`src/rtl/gpio_bank_pkg.sv`:
```
// -----------------------------------------------------------------------------
// gpio_bank_pkg
// Shared definitions for the GPIO bank:
//   - bus and register-select widths
//   - register offsets GPIO_DATA .. GPIO_PEND
//   - a helper that identifies the offsets whose read returns OUT
// No ports (package).
// -----------------------------------------------------------------------------
package gpio_bank_pkg;

  localparam int BUS_W  = 16;
  localparam int ADDR_W = 3;

  localparam logic [ADDR_W-1:0] GPIO_DATA    = 3'd0;
  localparam logic [ADDR_W-1:0] GPIO_DIR     = 3'd1;
  localparam logic [ADDR_W-1:0] GPIO_SET     = 3'd2;
  localparam logic [ADDR_W-1:0] GPIO_CLR     = 3'd3;
  localparam logic [ADDR_W-1:0] GPIO_TGL     = 3'd4;
  localparam logic [ADDR_W-1:0] GPIO_RISE_EN = 3'd5;
  localparam logic [ADDR_W-1:0] GPIO_FALL_EN = 3'd6;
  localparam logic [ADDR_W-1:0] GPIO_PEND    = 3'd7;

  // SET, CLR and TGL are write-only actions on OUT; reading them shows OUT.
  function automatic logic addr_reads_out(input logic [ADDR_W-1:0] a);
    logic r;
    case (a)
      GPIO_SET, GPIO_CLR, GPIO_TGL: r = 1'b1;
      default:                      r = 1'b0;
    endcase
    return r;
  endfunction

endpackage

```
`src/rtl/gpio_bank_if.sv`:
```
// -----------------------------------------------------------------------------
// gpio_bank_if
// Register-access bus between the J1a I/O strobes and the GPIO bank.
//   cs     bank selected
//   wr     write strobe (qualified by cs)
//   rd     read strobe (qualified by cs)
//   addr   register select
//   wdata  write data
//   rdata  registered read data (driven by the bank)
// Modports: master (CPU side) and slave (GPIO bank side).
// -----------------------------------------------------------------------------
interface gpio_bank_if;
  import gpio_bank_pkg::*;

  logic              cs;
  logic              wr;
  logic              rd;
  logic [ADDR_W-1:0] addr;
  logic [BUS_W-1:0]  wdata;
  logic [BUS_W-1:0]  rdata;

  modport master (output cs, output wr, output rd, output addr, output wdata,
                  input rdata);
  modport slave  (input cs, input wr, input rd, input addr, input wdata,
                  output rdata);
endinterface

```
`src/rtl/gpio_bank_sync_edge.sv`:
```
// -----------------------------------------------------------------------------
// gpio_sync_edge
// Per-bank input synchroniser with edge detection.
//   clk        system clock
//   reset      asynchronous active-high reset
//   pin_i      raw asynchronous pad inputs
//   rise_en_i  per-pin rising-edge enable
//   fall_en_i  per-pin falling-edge enable
//   sync_o     synchronised inputs (last synchroniser stage)
//   rise_o     enabled rising edges seen on sync_o this cycle
//   fall_o     enabled falling edges seen on sync_o this cycle
// -----------------------------------------------------------------------------
module gpio_sync_edge #(
  parameter int WIDTH       = 8,
  parameter int SYNC_STAGES = 2
) (
  input  logic             clk,
  input  logic             reset,
  input  logic [WIDTH-1:0] pin_i,
  input  logic [WIDTH-1:0] rise_en_i,
  input  logic [WIDTH-1:0] fall_en_i,
  output logic [WIDTH-1:0] sync_o,
  output logic [WIDTH-1:0] rise_o,
  output logic [WIDTH-1:0] fall_o
);

  logic [WIDTH-1:0] stage_q [SYNC_STAGES];
  logic [WIDTH-1:0] prev_q;

  // Synchroniser chain and previous-sample register.
  always_ff @(posedge clk or posedge reset) begin
    if (reset) begin
      for (int i = 0; i < SYNC_STAGES; i++) begin
        stage_q[i] <= '0;
      end
      prev_q <= '0;
    end else begin
      stage_q[0] <= pin_i;
      for (int i = 1; i < SYNC_STAGES; i++) begin
        stage_q[i] <= stage_q[i-1];
      end
      prev_q <= stage_q[SYNC_STAGES-1];
    end
  end

  assign sync_o = stage_q[SYNC_STAGES-1];
  // Enables are applied at detection time, so enabling a pin never
  // reports a transition that happened while it was disabled.
  assign rise_o = sync_o & ~prev_q & rise_en_i;
  assign fall_o = ~sync_o & prev_q & fall_en_i;

endmodule

```
`src/rtl/gpio_bank.sv`:
```
// -----------------------------------------------------------------------------
// gpio_bank
// Parametrised GPIO bank: register file, read mux, edge-pending flags and irq.
//   clk      system clock
//   reset    asynchronous active-high reset
//   bus      register-access bus (gpio_bank_if.slave)
//   pin_in   raw pad inputs
//   pin_out  output data to pads (OUT register)
//   pin_oe   output enable to pads, 1 = drive (DIR register)
//   irq      registered OR of all pending edge flags
// Registers are WIDTH bits; bus bits above WIDTH read as 0 and are ignored
// on write.
// -----------------------------------------------------------------------------
module gpio_bank
  import gpio_bank_pkg::*;
#(
  parameter int               WIDTH       = 8,
  parameter int               SYNC_STAGES = 2,
  parameter logic [WIDTH-1:0] OUT_RESET   = '0
) (
  input  logic             clk,
  input  logic             reset,
  gpio_bank_if.slave       bus,
  input  logic [WIDTH-1:0] pin_in,
  output logic [WIDTH-1:0] pin_out,
  output logic [WIDTH-1:0] pin_oe,
  output logic             irq
);

  logic [WIDTH-1:0] out_q,     out_d;
  logic [WIDTH-1:0] dir_q,     dir_d;
  logic [WIDTH-1:0] rise_en_q, rise_en_d;
  logic [WIDTH-1:0] fall_en_q, fall_en_d;
  logic [WIDTH-1:0] pend_q,    pend_d;
  logic [BUS_W-1:0] rdata_q,   rdata_d;
  logic             irq_q,     irq_d;

  logic             wr_en_s;
  logic             rd_en_s;
  logic [WIDTH-1:0] wdata_s;
  logic [WIDTH-1:0] w1c_s;
  logic [WIDTH-1:0] rsel_s;
  logic [BUS_W-1:0] rsel_ext_s;
  logic [WIDTH-1:0] sync_s;
  logic [WIDTH-1:0] rise_s;
  logic [WIDTH-1:0] fall_s;

  assign wr_en_s = bus.cs & bus.wr;
  assign rd_en_s = bus.cs & bus.rd;
  assign wdata_s = bus.wdata[WIDTH-1:0];

  generate
    if (WIDTH < BUS_W) begin : g_unused_wdata
      logic unused_wdata_s;
      assign unused_wdata_s = ^bus.wdata[BUS_W-1:WIDTH];
    end
  endgenerate

  gpio_sync_edge #(
    .WIDTH       (WIDTH),
    .SYNC_STAGES (SYNC_STAGES)
  ) u_sync_edge (
    .clk       (clk),
    .reset     (reset),
    .pin_i     (pin_in),
    .rise_en_i (rise_en_q),
    .fall_en_i (fall_en_q),
    .sync_o    (sync_s),
    .rise_o    (rise_s),
    .fall_o    (fall_s)
  );

  // Register write decode and PEND next state.
  always_comb begin
    out_d     = out_q;
    dir_d     = dir_q;
    rise_en_d = rise_en_q;
    fall_en_d = fall_en_q;
    w1c_s     = '0;
    if (wr_en_s) begin
      case (bus.addr)
        GPIO_DATA:    out_d     = wdata_s;
        GPIO_DIR:     dir_d     = wdata_s;
        GPIO_SET:     out_d     = out_q | wdata_s;
        GPIO_CLR:     out_d     = out_q & ~wdata_s;
        GPIO_TGL:     out_d     = out_q ^ wdata_s;
        GPIO_RISE_EN: rise_en_d = wdata_s;
        GPIO_FALL_EN: fall_en_d = wdata_s;
        GPIO_PEND:    w1c_s     = wdata_s;
        default:      out_d     = out_q;
      endcase
    end else begin
      w1c_s = '0;
    end
    // New edges are ORed in after the clear so a coincident edge wins.
    pend_d = (pend_q & ~w1c_s) | rise_s | fall_s;
    irq_d  = |pend_q;
  end

  // Read mux: samples current (pre-write) register contents.
  always_comb begin
    rsel_s = '0;
    if (addr_reads_out(bus.addr)) begin
      rsel_s = out_q;
    end else begin
      case (bus.addr)
        GPIO_DATA:    rsel_s = sync_s;
        GPIO_DIR:     rsel_s = dir_q;
        GPIO_RISE_EN: rsel_s = rise_en_q;
        GPIO_FALL_EN: rsel_s = fall_en_q;
        GPIO_PEND:    rsel_s = pend_q;
        default:      rsel_s = out_q;
      endcase
    end
    rsel_ext_s              = '0;
    rsel_ext_s[WIDTH-1:0]   = rsel_s;
    if (rd_en_s) begin
      rdata_d = rsel_ext_s;
    end else begin
      rdata_d = rdata_q;
    end
  end

  // State registers.
  always_ff @(posedge clk or posedge reset) begin
    if (reset) begin
      out_q     <= OUT_RESET;
      dir_q     <= '0;
      rise_en_q <= '0;
      fall_en_q <= '0;
      pend_q    <= '0;
      rdata_q   <= '0;
      irq_q     <= 1'b0;
    end else begin
      out_q     <= out_d;
      dir_q     <= dir_d;
      rise_en_q <= rise_en_d;
      fall_en_q <= fall_en_d;
      pend_q    <= pend_d;
      rdata_q   <= rdata_d;
      irq_q     <= irq_d;
    end
  end

  assign pin_out   = out_q;
  assign pin_oe    = dir_q;
  assign irq       = irq_q;
  assign bus.rdata = rdata_q;

endmodule

```
`src/flat_wrapper.sv`:
```
// flat-port wrapper written by rule: the top's interface ports become plain ports
module gpio_bank_flat import gpio_bank_pkg::*;
#(
  parameter int               WIDTH       = 8,
  parameter int               SYNC_STAGES = 2,
  parameter logic [WIDTH-1:0] OUT_RESET   = '0
)
  (clk, reset, pin_in, pin_out, pin_oe, irq, bus_cs, bus_wr, bus_rd, bus_addr, bus_wdata, bus_rdata);
  gpio_bank_if bus_i ();
  input  logic clk;
  input  logic reset;
  input  logic [WIDTH-1:0] pin_in;
  output logic [WIDTH-1:0] pin_out;
  output logic [WIDTH-1:0] pin_oe;
  output logic irq;
  input wire logic [$bits(bus_i.cs)-1:0] bus_cs;
  input wire logic [$bits(bus_i.wr)-1:0] bus_wr;
  input wire logic [$bits(bus_i.rd)-1:0] bus_rd;
  input wire logic [$bits(bus_i.addr)-1:0] bus_addr;
  input wire logic [$bits(bus_i.wdata)-1:0] bus_wdata;
  output wire logic [$bits(bus_i.rdata)-1:0] bus_rdata;
  assign bus_i.cs = bus_cs;
  assign bus_i.wr = bus_wr;
  assign bus_i.rd = bus_rd;
  assign bus_i.addr = bus_addr;
  assign bus_i.wdata = bus_wdata;
  assign bus_rdata = bus_i.rdata;
  gpio_bank #(.WIDTH(WIDTH), .SYNC_STAGES(SYNC_STAGES), .OUT_RESET(OUT_RESET)) u_core (.clk(clk), .reset(reset), .bus(bus_i), .pin_in(pin_in), .pin_out(pin_out), .pin_oe(pin_oe), .irq(irq));
endmodule
```
`config.mk`:
```
export PLATFORM = sky130hd
export DESIGN_NAME = gpio_bank_flat
export DESIGN_NICKNAME = d
export VERILOG_FILES = /design/src/rtl/gpio_bank_pkg.sv /design/src/rtl/gpio_bank_if.sv /design/src/rtl/gpio_bank_sync_edge.sv /design/src/rtl/gpio_bank.sv /design/src/flat_wrapper.sv
export SDC_FILE = /design/constraint.sdc
export NUM_CORES = 1
export LEC_CHECK = 0
export CAP_MARGIN = 20
export CORE_ASPECT_RATIO = 1.2
export CORE_UTILIZATION = 47
export CTS_CLUSTER_DIAMETER = 50
export CTS_CLUSTER_SIZE = 20
export DETAILED_ROUTE_END_ITERATION = 7
export PLACE_DENSITY = 0.75
export SYNTH_ARGS = -nofsm -noshare
export SYNTH_HDL_FRONTEND = slang
export SYNTH_HIERARCHICAL = 1
export SYNTH_SLANG_ARGS = --single-unit
```
`constraint.sdc`:
```
create_clock -name clk -period 1.6 [get_ports clk]
set_input_delay 0.48 -clock clk [delete_from_list [all_inputs] [get_ports clk]]
set_output_delay 0.48 -clock clk [all_outputs]
set_load 0.01 [all_outputs]
```
# After elaboration in Yosys (flattened, before gate mapping)
# Cells that the tools add are included.
# word_totals
inputBits	32
regBits	73
output_inout_bits	33
# op_classes
bitwise	16
eq_ne	7
n_reduce_logical	8
n_mux	6
# ops
cell	n
$and 8x8->8	6
$pmux 8 s5	1
$not 8->8	4
$pmux 8 s4	1
$mux 8	3
$or 8x8->8	3
$eq 3x3->1 const B	4
$reduce_and 2->1	4
$reduce_or 8->1	1
$xor 8x8->8	1
$eq 3x2->1 const B	2
$reduce_bool 4->1	1
$eq 3x1->1 const B	1
$logic_not 3->1	1
$reduce_or 3->1	1
$and 1x1->1	2
$mux 1	1

# Longest topological paths before layout
# logic_depth
word_depth	7
ltp_mapped	7
ltp_nobuf	5

# By module
# Netlist, hierarchy kept.
# modules_own_cells
module	area_per_inst_um2	instances	cells_each
gpio_bank	2822.7	1	274
gpio_sync_edge	804.5	1	49

# Worst setup path before layout
# Ideal clock, no wire load.
# synth_timing
kind	in2reg
start	in bus_addr[2]
end	reg u_core.fall_en_q[1]
setup_ns	0.125
slack_ns	-0.015
required_ns	1.475
cell_stages	4
arrival_time_ns	1.490
cell_sequence	buf_4 nand3_2 nor3b_4 mux2_2
# synth_via
elab_chain_cells	2
# synth_lines
element	line_no	rtl
start, declared	flat_wrapper.sv:19	input wire logic [$bits(bus_i.addr)-1:0] bus_addr;
$eq 3x3->1	gpio_bank.sv:81	case (bus.addr)
$reduce_and 2->1 (no source line)	-	
end signal, assigned	gpio_bank.sv:138	fall_en_q <= fall_en_d;
end, declared	gpio_bank.sv:33	logic [WIDTH-1:0] fall_en_q, fall_en_d;
# No other way between the ends.
# A chain may end at the register's enable or synchronous reset.

# Worst setup path in the final report
# layout_timing
start	in bus_wdata[4]
end	reg u_core.out_q[4] (netlist: u_core/pin_out[4])
# layout_via
elab_chain_cells	3
elab_cells_between_ends	5
cone_classes	mux: 1; bitwise: 4
# layout_lines
element	line_no	rtl
start, declared	flat_wrapper.sv:20	input wire logic [$bits(bus_i.wdata)-1:0] bus_wdata;
$not 8->8	gpio_bank.sv:85	GPIO_CLR: out_d = out_q & ~wdata_s;
$and 8x8->8	gpio_bank.sv:85	
$pmux 8 s4 (*)	gpio_bank.sv:81	
end signal, assigned	gpio_bank.sv:135	out_q <= out_d;
end, declared	gpio_bank.sv:30	logic [WIDTH-1:0] out_q, out_d;
# Every way passes the cells marked *; elsewhere a longest branch is shown, timed or not.

==> flow_summary.json <==
{
  "status": "finished clean",
  "holdWs_ns": 0.351,
  "die-width_um": 82.2,
  "hp-class": "reg2reg",
  "path_class": "in2reg",
  "postLayoutCellArea_um2": 4760,
  "grt_max_degree": 50,
  "cts.clk_slew.worst_paths_ns": 0.08,
  "drv_cap": 0,
  "cts-root-buf": "clkbuf_8",
  "fin_skew_ns": 0.00847,
  "post_dp_cell_area_um2": 4430,
  "grt_pass1_vias": 2804,
  "layout-drive-gt1-share_pct": 25.7,
  "wire_per_inst_um": 17.2,
  "synth_edf_count": 0,
  "gr-total-overflow": 0,
  "mostFrequentLayoutCells": "dfrtp_1, buf_4, dlygate4sd2_1",
  "grt_util_all_layers_pct": 23.3,
  "synthCells": 323,
  "synth-seq-cells": 73,
  "clock-sinks": 73,
  "drc": 0,
  "post-route-period-util_pct": 97.3,
  "dieArea_um2": 8070,
  "cp_slowest_cell": "clkdlybuf4s50_1",
  "stdcell_count": 503,
  "avgViaCountPerCell": 5.66,
  "ant_nets": 0,
  "start_util_pct": 49.3,
  "powerDensity_nw_per_um2": 1120,
  "drtIter0Drc": 209,
  "drt_wl_total_um": 8630,
  "cts_hold_buf": 0,
  "diodes": 0,
  "worstPathRequired_ns": 1.87,
  "nets": 456,
  "synth_ff_type": "dfrtp_1",
  "final_common_cell": "dfrtp_1",
  "ys.warnings.count": 6,
  "cts_inserted_buffers": 9,
  "final_core_util_pct": 64.7,
  "hpwl_um": 6120,
  "dp.cells": 478,
  "port_buffers": 48,
  "grt_pass1_wl_um": 13800,
  "ios": 65,
  "tns_ns": 0,
  "syn_avg_cell_area_um2": 11.2,
  "slew_violations": 0,
  "crit_arrival_ns": 1.82,
  "async_reset_ff_share_pct": 100,
  "place_ws_ns": -0.647,
  "ys_seq_area_share_pct": 50.4,
  "vias": 2849,
  "insertion_delay_ns": 0.36,
  "max_freq_mhz": 642,
  "hold_viol": 0,
  "synth_cell_type_count": 43,
  "syn_area_um2": 3630,
  "clock_path_buffers": 2,
  "timing.final.ws_setup_ns": 0.0429,
  "dr.pass1.iters": 4,
  "place_congestion": 0.838,
  "rsz0062_at_grt": "no",
  "p_leak_nw": 2.27,
  "slowest_delay_ns": 0.51,
  "die_h_um": 98.2,
  "cp_cell_sequence": "clkdlybuf4s50_1, inv_1, ha_1, a2bb2oi_1, o22ai_1, o31ai_1",
  "p_total_mw": 5.35,
  "period_minus_slack_ns": 1.56,
  "worst_setup_path_end_kind": "flop",
  "area_growth_pct": 31.2,
  "core.rowCount": 34,
  "critical_path_peak_fanout": 2,
  "core_um2": 7360,
  "max-vdd-ir-drop_v": 0.000655,
  "antenna_found_initial": 0,
  "start_kind": "input port",
  "cts_tree": "built",
  "setup_violations": 0,
  "h-tree-depth": 3
}
## kinds of logic (layout without fill, tap and decap cells)
kind of cell / Yosys count / count (layout) / share of synthesized area (%)
compound gates: 63 / 63 / 13.0
fa+ha+maj: 16 / 16 / 5.52
buf+inv: 50 / 133 / 7.49
flops: 73 / 73 / 50.4
mux: 34 / 34 / 10.2
other cells: 1 / 8 / 0.103
simple gates: 86 / 86 / 13.3
## path summary, 6_finish.rpt
check | startpoint | endpoint | cells past startpoint | slack (ns)
hold / removal | u_core/u_sync_edge/stage_q[11] | u_core/u_sync_edge/sync_o[3] | 0 | 0.35
hold reg to reg | u_core/u_sync_edge/stage_q[11] | u_core/u_sync_edge/sync_o[3] | 0 | 0.35
max in group asynchronous | reset | u_core/fall_en_q[7] | 3 | 0.77
setup reg to reg | u_core/pin_out[7] | u_core/pin_out[7] | 6 | 0.14
setup / recovery | bus_wdata[4] | u_core/pin_out[4] | 6 | 0.04
min in group asynchronous | reset | u_core/pin_oe[1] | 3 | 0.56
## per-layer routing
layer | wire length (um) | up-vias | track usage, %
li1 | - | 1298 | -
met1 | 3810 | 1420 | 31.9
met2 | 4040 | 103 | 33.4
met3 | 461 | 28 | 5.14
met4 | 322 | 0 | 14.0
met5 | 0 | - | 0
## repair_timing
action,CTS,global route
setup endpoints to repair,72,12
pin swaps,2,3
gates resized for setup,30,10
setup buffers,8,0
endpoints found under the hold margin,0,0
cloned,1,0
## where the power goes
group,internal [mW],switching (mW)
logic,0.656,0.570
registers,2.12,0.194
clock network,1.09,0.726
## synthesized netlist by cell type, drive strengths merged (2+ instances only)
master   count  area [um2]
and2         2        12.5
a31oi        3        18.8
a22o         4        35.0
o31ai        8        60.1
nor4         2        12.5
nor3         3        26.3
mux2        25         282
buf         27         184
inv         20        75.1
ha          16         200
mux2i        9        90.1
and3         3        18.8
nand3        2        15.0
a2bb2oi      8        70.1
nor2        26         103
a211o        8        70.1
nand2       25        93.8
and3b       16         140
a21oi        8        40.0
o21ai        6        30.0
a221oi       6        52.6
o22ai        8        50.1
clkbuf       3        12.5
nand2b       2        15.0
dfrtp       73        1830
## final cells by class
| cell class | count | area, um2 |
|---|---|---|
| fillers | 597 | 2600 |
| flip-flops and latches | 73 | 1830 |
| multi-input cells | 207 | 1580 |
| repair buffers | 97 | 906 |
| clock buffers | 10 | 138 |
| clock inverters | 6 | 113 |
| well taps | 90 | 113 |
| inverters | 20 | 78.8 |
## critical path, delay by kind of cell
kind | cells | cell delay (ns)
buffers and inverters | 2 | 0.59
AO/OA/AOI/OAI | 3 | 0.48
adder cells (fa/ha/maj) | 1 | 0.27
## state kept, by name, indices dropped and copies added, names as in the netlist
signal and flops:
u_core/bus.rdata 8, u_core/pend_q 8, u_core/u_sync_edge/stage_q 8, u_core/pin_out 8
u_core/pin_oe 8, u_core/rise_en_q 8, u_core/fall_en_q 8, u_core/u_sync_edge/prev_q 8
u_core/irq 1, u_core/u_sync_edge/sync_o 8
Power figures use the tool's default switching activity.
